`config.mk`:
```
export PLATFORM = sky130hd
export DESIGN_NAME = rampa_pwm_driver
export DESIGN_NICKNAME = d
export VERILOG_FILES = /design/src/rtl/rampa_pkg.sv /design/src/rtl/rampa_pwm_driver_pwm_gen.sv /design/src/rtl/rampa_pwm_driver.sv
export SDC_FILE = /design/constraint.sdc
export NUM_CORES = 1
export LEC_CHECK = 0
export BUFFER_PORTS_ARGS = -buffer_cell sky130_fd_sc_hd__buf_2
export CAP_MARGIN = 20
export CORE_MARGIN = 2
export CORE_UTILIZATION = 60
export DETAILED_ROUTE_END_ITERATION = 8
export GPL_ROUTABILITY_DRIVEN = 0
export PLACE_DENSITY = 0.9
export REMOVE_ABC_BUFFERS = 1
export SYNTH_ARGS = -nofsm -noshare
export SYNTH_HDL_FRONTEND = slang
export SYNTH_HIERARCHICAL = 1
export SYNTH_SLANG_ARGS = --single-unit
```
`constraint.sdc`:
```
create_clock -name clk -period 4.3 [get_ports clk]
set_input_delay 0.215 -clock clk [delete_from_list [all_inputs] [get_ports clk]]
set_output_delay 0.215 -clock clk [all_outputs]
set_load 0.05 [all_outputs]
```
`src/rtl/rampa_pkg.sv`:
```
`default_nettype none
// ============================================================================
// Module   : rampa_pkg
// Purpose  : Shared types and constants for the soft-start PWM driver.
//            Holds the FSM state encoding, duty constants, and the one-hot
//            level-flag decode used by the slewing FSM.
// Contents : state_e, level_dec_t, DUTY_W, DUTY_30/50/100, decode_level()
// Revision : 1.0 - initial release
// ============================================================================
package rampa_pkg;

    localparam int DUTY_W = 7;

    localparam logic [DUTY_W-1:0] DUTY_30  = 7'd30;
    localparam logic [DUTY_W-1:0] DUTY_50  = 7'd50;
    localparam logic [DUTY_W-1:0] DUTY_100 = 7'd100;

    typedef enum logic [2:0] {
        ST_IDLE      = 3'd0,
        ST_RAMP_UP   = 3'd1,
        ST_RAMP_DOWN = 3'd2,
        ST_HOLD      = 3'd3,
        ST_FAULT     = 3'd4
    } state_e;

    typedef struct packed {
        logic              illegal;
        logic [DUTY_W-1:0] target;
    } level_dec_t;

    // lvl bit order is {level_100, level_50, level_30}. More than one flag
    // high is illegal and decodes to a zero target.
    function automatic level_dec_t decode_level(input logic [2:0] lvl);
        level_dec_t d;
        d.illegal = 1'b0;
        d.target  = '0;
        case (lvl)
            3'b000:  d.target  = '0;
            3'b001:  d.target  = DUTY_30;
            3'b010:  d.target  = DUTY_50;
            3'b100:  d.target  = DUTY_100;
            default: d.illegal = 1'b1;
        endcase
        return d;
    endfunction

endpackage
`default_nettype wire

```
`src/rtl/rampa_pwm_driver_pwm_gen.sv`:
```
`default_nettype none
// ============================================================================
// Module   : rampa_pwm_gen
// Purpose  : Period counter, period-aligned duty latch and registered PWM
//            output. A new duty is picked up at the end of each period so
//            the output never glitches mid-period; load_now forces an
//            immediate load (used to kill the output on a fault).
// Ports    : clk, rst_n (async, active-low), clr (sync clear to off),
//            load_now (load duty immediately), duty (percent), pwm_out
// Revision : 1.0 - initial release
// ============================================================================
module rampa_pwm_gen
    import rampa_pkg::*;
#(
    parameter int PERIOD = 100
) (
    input  logic              clk,
    input  logic              rst_n,
    input  logic              clr,
    input  logic              load_now,
    input  logic [DUTY_W-1:0] duty,
    output logic              pwm_out
);

    localparam int                CNT_W      = $clog2(PERIOD);
    localparam logic [CNT_W-1:0]  c_cnt_last = CNT_W'(PERIOD - 1);

    logic [CNT_W-1:0]  r_pwm_cnt;
    logic [DUTY_W-1:0] r_duty_active;
    logic              r_pwm_out;
    logic              w_wrap;

    assign w_wrap = (r_pwm_cnt == c_cnt_last);

    always_ff @(posedge clk or negedge rst_n) begin
        if (!rst_n) begin
            r_pwm_cnt     <= '0;
            r_duty_active <= '0;
            r_pwm_out     <= 1'b0;
        end else if (clr) begin
            r_pwm_cnt     <= '0;
            r_duty_active <= '0;
            r_pwm_out     <= 1'b0;
        end else begin
            r_pwm_cnt <= w_wrap ? '0 : r_pwm_cnt + CNT_W'(1);
            if (load_now || w_wrap) begin
                r_duty_active <= duty;
            end
            // A duty of PERIOD keeps this true for every count, so full
            // speed stays high straight across period boundaries.
            r_pwm_out <= (int'(r_pwm_cnt) < int'(r_duty_active));
        end
    end

    assign pwm_out = r_pwm_out;

endmodule
`default_nettype wire

```
`src/rtl/rampa_pwm_driver.sv`:
```
`default_nettype none
// ============================================================================
// Module   : rampa_pwm_driver
// Purpose  : Turns the ramp FSM's one-hot speed flags into a slew-limited
//            duty cycle and a glitch-free PWM drive, with fault detection
//            for illegal flag combinations.
// Ports    : clk, rst_n (async, active-low), ena (sync enable),
//            level_30/50/100 (requested speed), pwm_out (PWM drive),
//            duty (current duty %), at_target, fault (sticky), state (debug)
// Revision : 1.0 - initial release
// ============================================================================
module rampa_pwm_driver
    import rampa_pkg::*;
#(
    parameter int PERIOD   = 100,
    parameter int SLEW_DIV = 100000,
    parameter int STEP     = 1
) (
    input  logic              clk,
    input  logic              rst_n,
    input  logic              ena,
    input  logic              level_30,
    input  logic              level_50,
    input  logic              level_100,
    output logic              pwm_out,
    output logic [DUTY_W-1:0] duty,
    output logic              at_target,
    output logic              fault,
    output logic [2:0]        state
);

    localparam int                 TICK_W      = $clog2(SLEW_DIV);
    localparam int                 ZERO_W      = $clog2(PERIOD);
    localparam logic [TICK_W-1:0]  c_tick_last = TICK_W'(SLEW_DIV - 1);
    localparam logic [ZERO_W-1:0]  c_zero_last = ZERO_W'(PERIOD - 1);
    localparam logic [DUTY_W-1:0]  c_step      = DUTY_W'(STEP);

    logic [2:0]        r_lvl_q;
    logic [TICK_W-1:0] r_tick_cnt;
    logic              w_tick;
    state_e            r_state;
    state_e            w_next_move;
    logic [DUTY_W-1:0] r_duty;
    logic [DUTY_W-1:0] w_duty_slew;
    logic [DUTY_W-1:0] w_target;
    logic [DUTY_W-1:0] w_pwm_duty;
    logic [DUTY_W:0]   w_up_sum;
    logic              w_illegal;
    logic              w_fault_entry;
    logic              r_fault;
    logic [ZERO_W-1:0] r_zero_cnt;
    level_dec_t        w_dec;

    // Input register: all decoding works on the registered flags.
    always_ff @(posedge clk or negedge rst_n) begin
        if (!rst_n) begin
            r_lvl_q <= '0;
        end else begin
            r_lvl_q <= {level_100, level_50, level_30};
        end
    end

    assign w_dec     = decode_level(r_lvl_q);
    assign w_target  = w_dec.target;
    assign w_illegal = w_dec.illegal;

    // Slew tick divider
    assign w_tick = (r_tick_cnt == c_tick_last);

    always_ff @(posedge clk or negedge rst_n) begin
        if (!rst_n) begin
            r_tick_cnt <= '0;
        end else if (!ena || w_tick) begin
            r_tick_cnt <= '0;
        end else begin
            r_tick_cnt <= r_tick_cnt + TICK_W'(1);
        end
    end

    // One slew step toward the target, clamped so it never overshoots.
    // The extra sum bit keeps duty+STEP from wrapping near the top.
    assign w_up_sum = {1'b0, r_duty} + {1'b0, c_step};

    always_comb begin
        w_duty_slew = r_duty;
        if (w_tick) begin
            if (r_state == ST_RAMP_UP && r_duty < w_target) begin
                w_duty_slew = (w_up_sum >= {1'b0, w_target}) ? w_target
                                                             : w_up_sum[DUTY_W-1:0];
            end else if (r_state == ST_RAMP_DOWN && r_duty > w_target) begin
                w_duty_slew = ((r_duty - w_target) <= c_step) ? w_target
                                                               : (r_duty - c_step);
            end
        end
    end

    // Direction after this edge's step; reaching a zero target means idle.
    always_comb begin
        if (w_duty_slew < w_target) begin
            w_next_move = ST_RAMP_UP;
        end else if (w_duty_slew > w_target) begin
            w_next_move = ST_RAMP_DOWN;
        end else if (w_target == '0) begin
            w_next_move = ST_IDLE;
        end else begin
            w_next_move = ST_HOLD;
        end
    end

    assign w_fault_entry = ena && w_illegal;

    // Slewing FSM. Fault exit needs PERIOD consecutive all-low cycles.
    always_ff @(posedge clk or negedge rst_n) begin
        if (!rst_n) begin
            r_state    <= ST_IDLE;
            r_duty     <= '0;
            r_fault    <= 1'b0;
            r_zero_cnt <= '0;
        end else if (!ena) begin
            r_state    <= ST_IDLE;
            r_duty     <= '0;
            r_zero_cnt <= '0;
        end else if (w_illegal) begin
            r_state    <= ST_FAULT;
            r_duty     <= '0;
            r_fault    <= 1'b1;
            r_zero_cnt <= '0;
        end else if (r_state == ST_FAULT) begin
            r_duty <= '0;
            if (r_lvl_q != 3'b000) begin
                r_zero_cnt <= '0;
            end else if (r_zero_cnt == c_zero_last) begin
                r_state    <= ST_IDLE;
                r_fault    <= 1'b0;
                r_zero_cnt <= '0;
            end else begin
                r_zero_cnt <= r_zero_cnt + ZERO_W'(1);
            end
        end else begin
            r_duty  <= w_duty_slew;
            r_state <= w_next_move;
        end
    end

    // On fault entry the latch is loaded with zero in the same edge, so
    // the output is dead one edge later instead of at the period end.
    assign w_pwm_duty = w_fault_entry ? '0 : r_duty;

    rampa_pwm_gen #(
        .PERIOD (PERIOD)
    ) u_pwm_gen (
        .clk      (clk),
        .rst_n    (rst_n),
        .clr      (!ena),
        .load_now (w_fault_entry),
        .duty     (w_pwm_duty),
        .pwm_out  (pwm_out)
    );

    assign duty      = r_duty;
    assign fault     = r_fault;
    assign state     = r_state;
    assign at_target = (r_state == ST_HOLD) && (r_duty == w_target);

endmodule
`default_nettype wire

```
Word-level counts from Yosys, hierarchy flattened --
Cells that the tools add are included.
Storage, ports and cells: register bits after elaboration 53, input port bits 6, output and inout port bits 13, logic and storage cells 87
Cells by class: add/subtract/negate cells 6, $lt $le $gt $ge 7, eq/ne operators 18, multiplexer cells 34, reduce and logical (&&, ||, !) cells 13
Operators with widths (number):
- 2-to-1 mux 7 bit | 18
- < comparator 7 bit | 3
- case mux 7 bit (3 select lines) | 1
- adder 17 x 1 -> 17 bit, second input constant | 1
- == test 17 bit, second input constant | 1
- 2-to-1 mux 17 bit | 1
- 2-to-1 mux 3 bit | 5
- adder 7 x 1 -> 7 bit, second input constant | 2
- == test 7 bit, second input constant | 2
- > comparator 7 bit | 2
- == test 3 x 2 -> 1 bit, second input constant | 3
- adder 7 x 1 -> 8 bit, second input constant | 1
- >= comparator 8 x 7 -> 1 bit | 1
- == test 7 bit | 1
- <= comparator 7 x 1 -> 1 bit, second input constant | 1
- logical NOT 7 bit | 1
- subtractor 7 x 1 -> 7 bit, second input constant | 1
- subtractor 7 bit | 1
- == test 3 x 1 -> 1 bit, second input constant | 2
- == test 3 bit, second input constant | 2
- 2-to-1 mux 1 bit | 6
- 2-to-1 mux 2 bit | 3
- inequality test 2 x 1 -> 1 bit, second input constant | 3
- logical AND 1 bit | 4
- other kinds (11) | 12

Logic depth before layout (Yosys ltp) --
Gate-level depths: netlist of the first run.
depth after elaboration 14, gate-level depth with buffers 20, depth with buffers taken out 18

Modules after synthesis --
The synthesis of the first run kept the hierarchy.
Modules (own cells, without submodules):
- rampa_pwm_driver | times used 1, cells each 348, area each 3024.2 sq um, sequential area each 950.9 sq um
- rampa_pwm_gen | times used 1, cells each 73, area each 795.8 sq um, sequential area each 375.4 sq um

Worst setup path after synthesis of the first run --
Ideal clock, no wire load.
path kind register to register, start point register r_duty[3], in the netlist duty[3], end point register r_state[1], in the netlist state[1], setup time 76 ps, data arrival time 4081 ps, data required time 4224 ps, path slack 142 ps, stages on the path, launching flop included 20, buffers on the path 2, period minus slack after synthesis 4158 ps, cells stage by stage dfrtp_1 -> buf_2 -> and3_1 -> nand3_1 -> xnor2_1 -> ha_1 -> a21o_1 -> a21oi_1 -> o211a_1 -> buf_2 -> mux2i_1 -> o21ai_0 -> o21ai_0 -> ha_1 -> and4_1 -> nand3_1 -> nor2_1 -> o211a_1 -> or4_1 -> o21ai_1
Between the ends: cells in the longest elaborated chain, start to end 12, elaborated cells between the ends (all ways) 21, those cells by class add/sub (3); order compare (6); mux (10); reduce/logical (2)
RTL lines:
- start, declared | line rampa_pwm_driver.sv:43 | logic [DUTY_W-1:0] r_duty;
- start signal, assigned | line rampa_pwm_driver.sv:140 | r_duty <= w_duty_slew;
- subtractor 7 bit | line rampa_pwm_driver.sv:91 | w_duty_slew = ((r_duty - w_target) <= c_step) ? w_target
- <= comparator 7 x 1 -> 1 bit | line rampa_pwm_driver.sv:91
- 2-to-1 mux 7 bit | line rampa_pwm_driver.sv:91
- 2-to-1 mux 7 bit | line rampa_pwm_driver.sv:90 | end else if (r_state == ST_RAMP_DOWN && r_duty > w_target) begin
- 2-to-1 mux 7 bit | line rampa_pwm_driver.sv:87 | if (r_state == ST_RAMP_UP && r_duty < w_target) begin
- 2-to-1 mux 7 bit * | line rampa_pwm_driver.sv:86 | if (w_tick) begin
- > comparator 7 bit | line rampa_pwm_driver.sv:101 | end else if (w_duty_slew > w_target) begin
- 2-to-1 mux 2 bit | line rampa_pwm_driver.sv:101
- 2-to-1 mux 2 bit * | line rampa_pwm_driver.sv:99 | if (w_duty_slew < w_target) begin
- 2-to-1 mux 3 bit * | line rampa_pwm_driver.sv:128 | end else if (r_state == ST_FAULT) begin
- 2-to-1 mux 3 bit * | line rampa_pwm_driver.sv:123 | end else if (w_illegal) begin
- 2-to-1 mux 3 bit * | line rampa_pwm_driver.sv:119 | end else if (!ena) begin
- end signal, assigned | line rampa_pwm_driver.sv:141 | r_state <= w_next_move;
- end, declared | line rampa_pwm_driver.sv:41 | state_e r_state;
Every way passes the cells marked *; elsewhere a longest branch is shown, timed or not. A chain may end at the register's enable or synchronous reset.

Worst setup path after layout of the first run --
start point register r_lvl_q[2], end point register r_state[1], in the netlist state[1]
Between the ends: cells in the longest elaborated chain, start to end 14, elaborated cells between the ends (all ways) 31, those cells by class add/sub (1); order compare (6); eq/ne (5); mux (12); reduce/logical (7)
RTL lines:
- start, declared | line rampa_pwm_driver.sv:38 | logic [2:0] r_lvl_q;
- start signal, assigned | line rampa_pwm_driver.sv:59 | r_lvl_q <= {level_100, level_50, level_30};
- == test 3 bit, or another cell as far along | line rampa_pkg.sv:37 | case (lvl)
- case mux 7 bit (3 select lines) | line rampa_pkg.sv:37
- subtractor 7 bit | line rampa_pwm_driver.sv:91
- <= comparator 7 x 1 -> 1 bit | line rampa_pwm_driver.sv:91
- 2-to-1 mux 7 bit | line rampa_pwm_driver.sv:91
- 2-to-1 mux 7 bit | line rampa_pwm_driver.sv:90
- 2-to-1 mux 7 bit | line rampa_pwm_driver.sv:87
- 2-to-1 mux 7 bit | line rampa_pwm_driver.sv:86
- > comparator 7 bit | line rampa_pwm_driver.sv:101
- 2-to-1 mux 2 bit | line rampa_pwm_driver.sv:101
- 2-to-1 mux 2 bit | line rampa_pwm_driver.sv:99
- 2-to-1 mux 3 bit | line rampa_pwm_driver.sv:128
- 2-to-1 mux 3 bit | line rampa_pwm_driver.sv:123
- 2-to-1 mux 3 bit | line rampa_pwm_driver.sv:119
Several ways; a longest one is shown, not always the timed one.

==> summary.md, run 1 <==
| Metric | Value |
|---|---|
| Status | complete, no violations |
| Placed inst area | 4060 um2 |
| Clock sinks | 53 |
| CP Max Fanout | 7 |
| Syn_area_per_cell | 9.07 um2 |
| Vias in the first global route | 3208 |
| Sequential cell area fraction in the yosys report | 34.7% |
| Total global-route track usage | 26.8% |
| Total gr overflow | 0 |
| Switching power | 0.321 mW |
| Finished Cell Area | 4390 um2 |
| WL per Instance | 18.8 um |
| Initial antenna violation count | 0 |
| Total CTS buffers | 5 |
| ANT cells | 0 |
| Chip height | 83.8 um |
| Register bit count reported by yosys | 53 |
| Ports | 19 |
| Post-DRT Antenna Nets | 0 |
| Final Hold Vio Count | 0 |
| Worst VDD drop | 157 uV |
| First-pass GRT wire length | 15.3 mm |
| Sequential power share | 51.1% |
| Worst path required time | 4.55 ns |
| Final setup margin | 0.0180 ns |
| Pint | 0.700 mW |
| H-tree level count | 2 |
| PortBufs | 18 |
| # setup viols final | 0 |
| Worst Setup SP | r_lvl_q[2]$_DFF_PN0_ |
| Max Transition Viols Final | 0 |
| Critical Path Sink Type | flip-flop |
| CTS max path bufs | 2 |
| Fmax | 234 MHz |
| Slew @ Worst Pin | 0.933 ns |
| Layout Cells excl Fill | 536 |
| Clock power share | 29.0% |
| Maximum number of pins on one net before global-route repair | 54 |
| Slew headroom | 37.3% |
| Logic pwr share | 19.9% |
| WHS | 0.00294 ns |
| DP HPWL | 6.78 mm |
| R2r setup slk | 0.02 ns |
| Leak pwr | 2.04 nW |
| Drt first-iter violations | 415 |
| Initial Utilization | 61.2% |
| Rows | 29 |
| Leading register cell type out of synthesis | dfrtp_1 |
| Met3 global-route usage | 5.93% |
| Gr busiest metal | met2 |
| Period utilization | 99.6% |
| Worst Hold Class | input port to asynchronous set/reset pin |
| Crit Reg-Reg Endpoint | state[1]$_DFFE_PN0P_ |
| Worst Reg2Reg Path Length in Cells | 21 |
| Nets@finish | 494 |
| DRT Pass-1 Iters | 5 |
| Grt met2 use | 43.3% |
| Vias | 3546 |
| Area growth from synthesis to layout | 14.8% |
| Worst Setup Start Kind | flip-flop |
| Gate count of the mapped netlist | 421 |
| Die footprint | 7020 um2 |
| Vias per cell | 6.62 |
| P per Cell Area | 233 nW/um2 |
| Ys async rst share | 100% |
| Wirelength, routed | 10.1 mm |
| Dpl ws | 0.0611 ns |
| Die W | 83.8 um |
| WS Path Type | flip-flop to flip-flop |
| Synth cell types | 70 |
| Grt met1 use | 35.2% |
| Placed insts | 521 |
| Crit path arrival time | 4.53 ns |
| Reg clk slew, reported paths | 0.10 ns |
| Layout cell share with drive strength beyond 1 | 20.9% |
| Core Util, Final | 70.3% |
| Worst-Skew Late Latency | 0.32 ns |
| Ys Warns | 6 |
| Synthesized cell area | 3820 um2 |
| CTS tree | yes |
| Sw Share | 31.5% |
| Core area | 6240 um2 |
| Post-synth EDFFs | 0 |
| Clock period minus worst slack | 4.28 ns |
| Fin Clk Skew | 0.00803 ns |
| CTS Root Cell | clkbuf_8 |
| Critical R2R Launch | r_lvl_q[2]$_DFF_PN0_ |
| Max Cap Violations | 0 |
| DR DRC count | 0 |
-- cell usage after synthesis (all sizes together), types with 6 or more instances --
| cell type | instances | area (um2) |
|---|---|---|
| nand3 | 26 | 135 |
| mux2i | 9 | 90.1 |
| nor3 | 12 | 70.1 |
| inv | 21 | 78.8 |
| nor2 | 42 | 160 |
| nand2 | 36 | 135 |
| o211ai | 7 | 52.6 |
| xor2 | 20 | 175 |
| ha | 29 | 363 |
| and3 | 9 | 57.6 |
| xnor2 | 10 | 87.6 |
| o21ai | 23 | 119 |
| dfrtp | 53 | 1330 |
| and2 | 6 | 37.5 |
| buf | 7 | 47.5 |
| a21o | 8 | 61.3 |
| a21oi | 18 | 90.1 |
-- cell usage in the layout, fill, tap and decap left out, drive strengths merged, types with 6 or more instances in the layout --
master   n
dfrtp   53
nor2    42
buf     38
nand2   36
ha      29
nand3   26
o21ai   23
inv     22
xor2    20
a21oi   18
nor3    12
xnor2   10
and3     9
mux2i    9
a21o     8
o211ai   7
and2     6
-- logic make-up after synthesis --
logic type	Yosys count	synth area share, %
flops	53	34.7
fa+ha+maj	30	10.0
compound gates	87	16.0
mux	11	2.95
xor+xnor	30	6.88
buf+inv	32	3.70
simple gates	178	25.8
-- worst max-delay path by stage --
| stage | slack [ns] | depth (start not counted) | endpoint |
|---|---|---|---|
| after CTS | 0.01 | 18 | state[0]$_DFFE_PN0P_ |
| after floorplan | 0.13 | 17 | state[1]$_DFFE_PN0P_ |
| after global routing | -0.16 | 20 | state[1]$_DFFE_PN0P_ |
| final | 0.02 | 21 | state[1]$_DFFE_PN0P_ |
| after global placement | 0.19 | 17 | state[1]$_DFFE_PN0P_ |
| after detailed placement | 0.06 | 18 | state[0]$_DFFE_PN0P_ |
-- cell type report --
type / count / area (um2)
repair buffers: 41 / 274
flip-flops and latches: 53 / 1330
clock inverters: 3 / 25.0
inverters: 21 / 78.8
clock buffers: 5 / 68.8
fillers: 442 / 1850
well taps: 77 / 96.3
multi-input cells: 336 / 2510
-- power groups by stage --
stage	Clock, mW	Combinational, mW	Sequential [mW]
final	0.296	0.203	0.522
after global routing	0.316	0.215	0.524
after CTS	0.299	0.176	0.521
after detailed placement	0	0.173	0.531
after global placement	0	0.166	0.530
after floorplan	0	0.101	0.545
-- repair_timing --
| action | 4_1_cts | 5_1_grt |
|---|---|---|
| endpoints found under the setup margin | 0 | 2 |
| endpoints found under the hold margin | 3 | 0 |
| hold buffers | 3 | 0 |
| gates resized for setup | 0 | 39 |
| buffers inserted | 0 | 4 |
-- worst max-delay path, cell delays in order, from the launching register on --
cell and delay (ns):
dfrtp_1 0.48, nor2_2 0.15, nand2_2 0.14, nand2_1 0.12, inv_1 0.09, buf_4 0.16, ha_1 0.27, nand2_1 0.04
o21a_1 0.21, o211a_1 0.27, buf_4 0.17, buf_4 0.16, o211ai_1 0.21, a21boi_2 0.21, nand2_1 0.08, ha_1 0.30
and4_1 0.22, nand3_1 0.15, nor2_1 0.06, o211a_1 0.13, or4_1 0.47, o21ai_1 0.12
-- sequential cells by signal (all words and copies together) (netlist names) --
signal,count
u_pwm_gen/r_pwm_cnt,7
r_lvl_q,3
r_tick_cnt,17
u_pwm_gen/r_duty_active,7
r_zero_cnt,7
state,3
duty,7
fault,1
u_pwm_gen/pwm_out,1
-- layer usage --
layer / routed length [um] / up-vias
met4: 398 / 0
li1: - / 1594
met3: 761 / 50
met1: 4020 / 1706
met2: 4910 / 196
met5: 0 / -
-- metrics by stage --
step / setup TNS, ns / power, mW
finish: 0 / 1.02
CTS: 0 / 0.996
global route: -0.261 / 1.06
global placement: 0 / 0.696
detailed placement: 0 / 0.704
floorplan: 0 / 0.646
(Power assumes the default switching activity.)
==> run 2: changes to the inputs <==
--- a/config.mk
+++ b/config.mk
@@ -5,13 +5,15 @@
 export SDC_FILE = /design/constraint.sdc
 export NUM_CORES = 1
 export LEC_CHECK = 0
+export ABC_AREA = 1
+export ABC_CLOCK_PERIOD_IN_PS = 4300
 export BUFFER_PORTS_ARGS = -buffer_cell sky130_fd_sc_hd__buf_2
 export CAP_MARGIN = 20
 export CORE_MARGIN = 2
-export CORE_UTILIZATION = 60
+export CORE_UTILIZATION = 50
 export DETAILED_ROUTE_END_ITERATION = 8
 export GPL_ROUTABILITY_DRIVEN = 0
-export PLACE_DENSITY = 0.9
+export PLACE_DENSITY = 0.79
 export REMOVE_ABC_BUFFERS = 1
 export SYNTH_ARGS = -nofsm -noshare
 export SYNTH_HDL_FRONTEND = slang
==> summary.md, run 2 <==
| Metric | Value |
|---|---|
| Chip height | 92.3 um (was 83.8 um) |
| Commonest cells after routing, fill and taps aside | nand2_1, inv_1, nor2_1, dfrtp_1, nand3_1 (was dfrtp_1, nor2_1, nand2_1, ha_1, nand3_1) |
| Area growth from synthesis to layout | 7.80% (was 14.8%) |
| PortBufs | 18 (unchanged) |
| Sequential power share | 53.8% (was 51.1%) |
| Die W | 92.3 um (was 83.8 um) |
| Rows | 32 (was 29) |
| Syn_area_per_cell | 7.13 um2 (was 9.07 um2) |
| Critical Path Sink Type | flip-flop (unchanged) |
| Post-synth EDFFs | 0 (unchanged) |
| Top cell type by total area after synthesis | dfrtp_1 (unchanged) |
| Largest reg by FF count | r_tick_cnt (unchanged) |
| Crit path arrival time | 4.04 ns (was 4.53 ns) |
| Maximum number of pins on one net before global-route repair | 54 (unchanged) |
| Ys async rst share | 100% (unchanged) |
| Synth top area share | 34.0% (was 34.7%) |
| Vias in the first global route | 3507 (was 3208) |
| R2r setup slk | 0.46 ns (was 0.02 ns) |
| Worst Hold Class | input port to asynchronous set/reset pin (unchanged) |
| Total gr overflow | 0 (unchanged) |
| Worst-Skew Late Latency | 0.30 ns (was 0.32 ns) |
| Synth cell types | 34 (was 70) |
| RSZ-0062 raised after global routing | false |
| Register area | 1330 um2 (about the same) |
| Period utilization | 89.4% (was 99.6%) |
| Placed insts | 662 (was 521) |
| Fin Clk Skew | 0.0108 ns (was 0.00803 ns) |
| Sequential cell area fraction in the yosys report | 34.0% (was 34.7%) |
| DRT Pass-1 Iters | 5 (unchanged) |
| # Post-CTS Setup Buffers | 0 (unchanged) |
| First-pass GRT wire length | 15.5 mm (was 15.3 mm) |
| Clock period minus worst slack | 3.84 ns (was 4.28 ns) |
| # setup viols final | 0 (unchanged) |
| Core area | 7650 um2 (was 6240 um2) |
| Worst Reg2Reg Path Length in Cells | 23 (was 21) |
| Sw Share | 29.1% (was 31.5%) |
| Initial antenna violation count | 0 (unchanged) |
| Total global-route track usage | 22.4% (was 26.8%) |
| Clock power share | 29.7% (was 29.0%) |
| Max Transition Viols Final | 0 (unchanged) |
| Nets@finish | 605 (was 494) |
| Total CTS buffers | 5 (unchanged) |
| CTS tree | yes (unchanged) |
| DR DRC count | 0 (unchanged) |
| Top routing layer in use | met4 (unchanged) |
| Final Hold Vio Count | 0 (unchanged) |
| CTS Root Cell | clkbuf_8 (unchanged) |
| WL per Instance | 13.3 um (was 18.8 um) |
| Vias per cell | 5.35 (was 6.62) |
| Wire length on met1 | 4.00 mm (was 4.02 mm) |
| Post-DRT Antenna Nets | 0 (unchanged) |
| Drt first-iter violations | 372 (was 415) |
| Ys Warns | 6 (unchanged) |
| Multi-input gate area | 2150 um2 (was 2510 um2) |
| CP Max Fanout | 7 (unchanged) |
| Slew headroom | 56.1% (was 37.3%) |
| Die footprint | 8520 um2 (was 7020 um2) |
| Max Cap Violations | 0 (unchanged) |
| Worst Setup Start Kind | flip-flop (unchanged) |
| Setup TNS | 0 ns (unchanged) |
| Pint | 0.683 mW (was 0.700 mW) |
| ANT cells | 0 (unchanged) |
| Status | complete, no violations (unchanged) |
| Synthesized cell area | 3900 um2 (was 3820 um2) |
| Vias | 3589 (was 3546) |
| Most common cell after layout, fill and taps aside | nand2_1 (was dfrtp_1) |
| Top post-synthesis cells by count | nand2_1, inv_1, nor2_1, dfrtp_1, nand3_1 (was dfrtp_1, nor2_1, nand2_1, ha_1, nand3_1) |
| Slew @ Worst Pin | 0.658 ns (was 0.933 ns) |
| Top cells by area, synth | dfrtp_1, nand2_1, ha_1 (was dfrtp_1, ha_1, xor2_1) |
| Layout Cells excl Fill | 671 (was 536) |
| Leading register cell type out of synthesis | dfrtp_1 (unchanged) |
| Worst path required time | 4.50 ns (was 4.55 ns) |
| CTS max path bufs | 2 (unchanged) |
| Gate count of the mapped netlist | 547 (was 421) |
| Switching power | 0.280 mW (was 0.321 mW) |
| H-tree level count | 2 (unchanged) |
| Ports | 19 (unchanged) |
| P per Cell Area | 229 nW/um2 (was 233 nW/um2) |
| Initial Utilization | 51.0% (was 61.2%) |
| Critical R2R Launch | r_lvl_q[1]$_DFF_PN0_ (was r_lvl_q[2]$_DFF_PN0_) |
| Met3 wire len | 542 um (was 761 um) |
| Reg clk slew, reported paths | 0.10 ns (about the same) |
| DP HPWL | 6.89 mm (was 6.78 mm) |
| Max FFs per register | 17 (unchanged) |
| Register bit count reported by yosys | 53 (unchanged) |
| Fillers | 722 (was 442) |
| WS Path Type | flip-flop to flip-flop (unchanged) |
| Worst VDD drop | 203 uV (was 157 uV) |
| Clock sinks | 53 (unchanged) |
| Most frequent cell after synthesis | nand2_1 (was dfrtp_1) |
| Fmax | 260 MHz (was 234 MHz) |
| Logic pwr share | 16.6% (was 19.9%) |
| Worst Setup SP | r_lvl_q[1]$_DFF_PN0_ (was r_lvl_q[2]$_DFF_PN0_) |
| Wirelength, routed | 8.91 mm (was 10.1 mm) |
| Leak pwr | 2.24 nW (was 2.04 nW) |
| Detail Route met2 WL | 4.07 mm (was 4.91 mm) |
| Layout cell share with drive strength beyond 1 | 9.49% (was 20.9%) |
-- run 2: cell families (layout without fill, tap and decap cells) --
logic type	after synthesis	in the layout	share of synthesized area, %
fa+ha+maj	30	30	9.82
xor+xnor	20	20	4.49
flops	53	53	34.0
compound gates	57	57	7.93
buf+inv	107	129	10.9
simple gates	280	280	32.8
-- run 2: metal layers --
layer	global-route usage (%)	vias to the layer above
met4	8.21	0
li1	-	1782
met5	0	-
met1	29.8	1642
met3	4.39	28
met2	36.4	137
-- run 2: cell type report --
class,instances,area share [%]
sequential,53,31.6
inverter,99,8.84
clock buffer,6,1.96
tap,102,3.04
timing repair buffer,23,3.16
multi-input combinational,387,51.3
clock inverter,1,0.179
-- run 2: power groups by stage --
| stage | clock network [mW] | registers [mW] | logic (mW) |
|---|---|---|---|
| floorplan | 0 | 0.541 | 0.0940 |
| global placement | 0 | 0.527 | 0.149 |
| detailed placement | 0 | 0.527 | 0.155 |
| CTS | 0.292 | 0.518 | 0.156 |
| global route | 0.318 | 0.519 | 0.180 |
| finish | 0.286 | 0.518 | 0.159 |
-- run 2: final timing paths --
path | end
setup / recovery | state[1]$_DFFE_PN0P_
hold / removal | u_pwm_gen/r_pwm_cnt[3]$_DFF_PN0_
setup reg to reg | state[1]$_DFFE_PN0P_
hold reg to reg | r_tick_cnt[0]$_DFF_PN0_
max in group asynchronous | r_zero_cnt[6]$_DFFE_PN0P_
min in group clk | r_lvl_q[1]$_DFF_PN0_
-- run 2: repair_timing --
| action | 4_1_cts | 5_1_grt |
|---|---|---|
| setup endpoints to repair | 0 | 2 |
| resized for setup | 0 | 2 |
| hold buffers | 0 | 2 |
| hold endpoints to repair | 0 | 2 |
-- run 2: metrics by stage --
step	area (um2)	total power [mW]	hold slack [ns]	util, %	setup WS, ns
4_1_cts	4180	0.965	0.00921	54.6	0.386
5_1_grt	4200	1.02	0.000738	55.0	0.0250
6_report	4200	0.963	0.00587	55.0	0.458
2_1_floorplan	3840	0.635	-0.0806	-	0.793
3_3_place_gp	4090	0.676	0.329	53.4	0.650
3_5_place_dp	4090	0.682	0.330	53.4	0.396
-- run 2: critical path: stages (launching register included) --
cell      delay (ns)
dfrtp_1         0.40
nor2_1          0.14
inv_1           0.07
nor2_1          0.12
inv_1           0.12
nand2_1         0.16
inv_1           0.15
ha_1            0.40
a21oi_1         0.21
or2_0           0.13
nand3b_1        0.15
inv_1           0.16
nand2_2         0.13
nand2_1         0.16
o21ai_0         0.08
nand3b_1        0.16
nand2_1         0.09
inv_1           0.05
ha_1            0.28
nand4_1         0.12
nor3b_2         0.22
nand3_1         0.10
nand3_1         0.09
inv_1           0.05
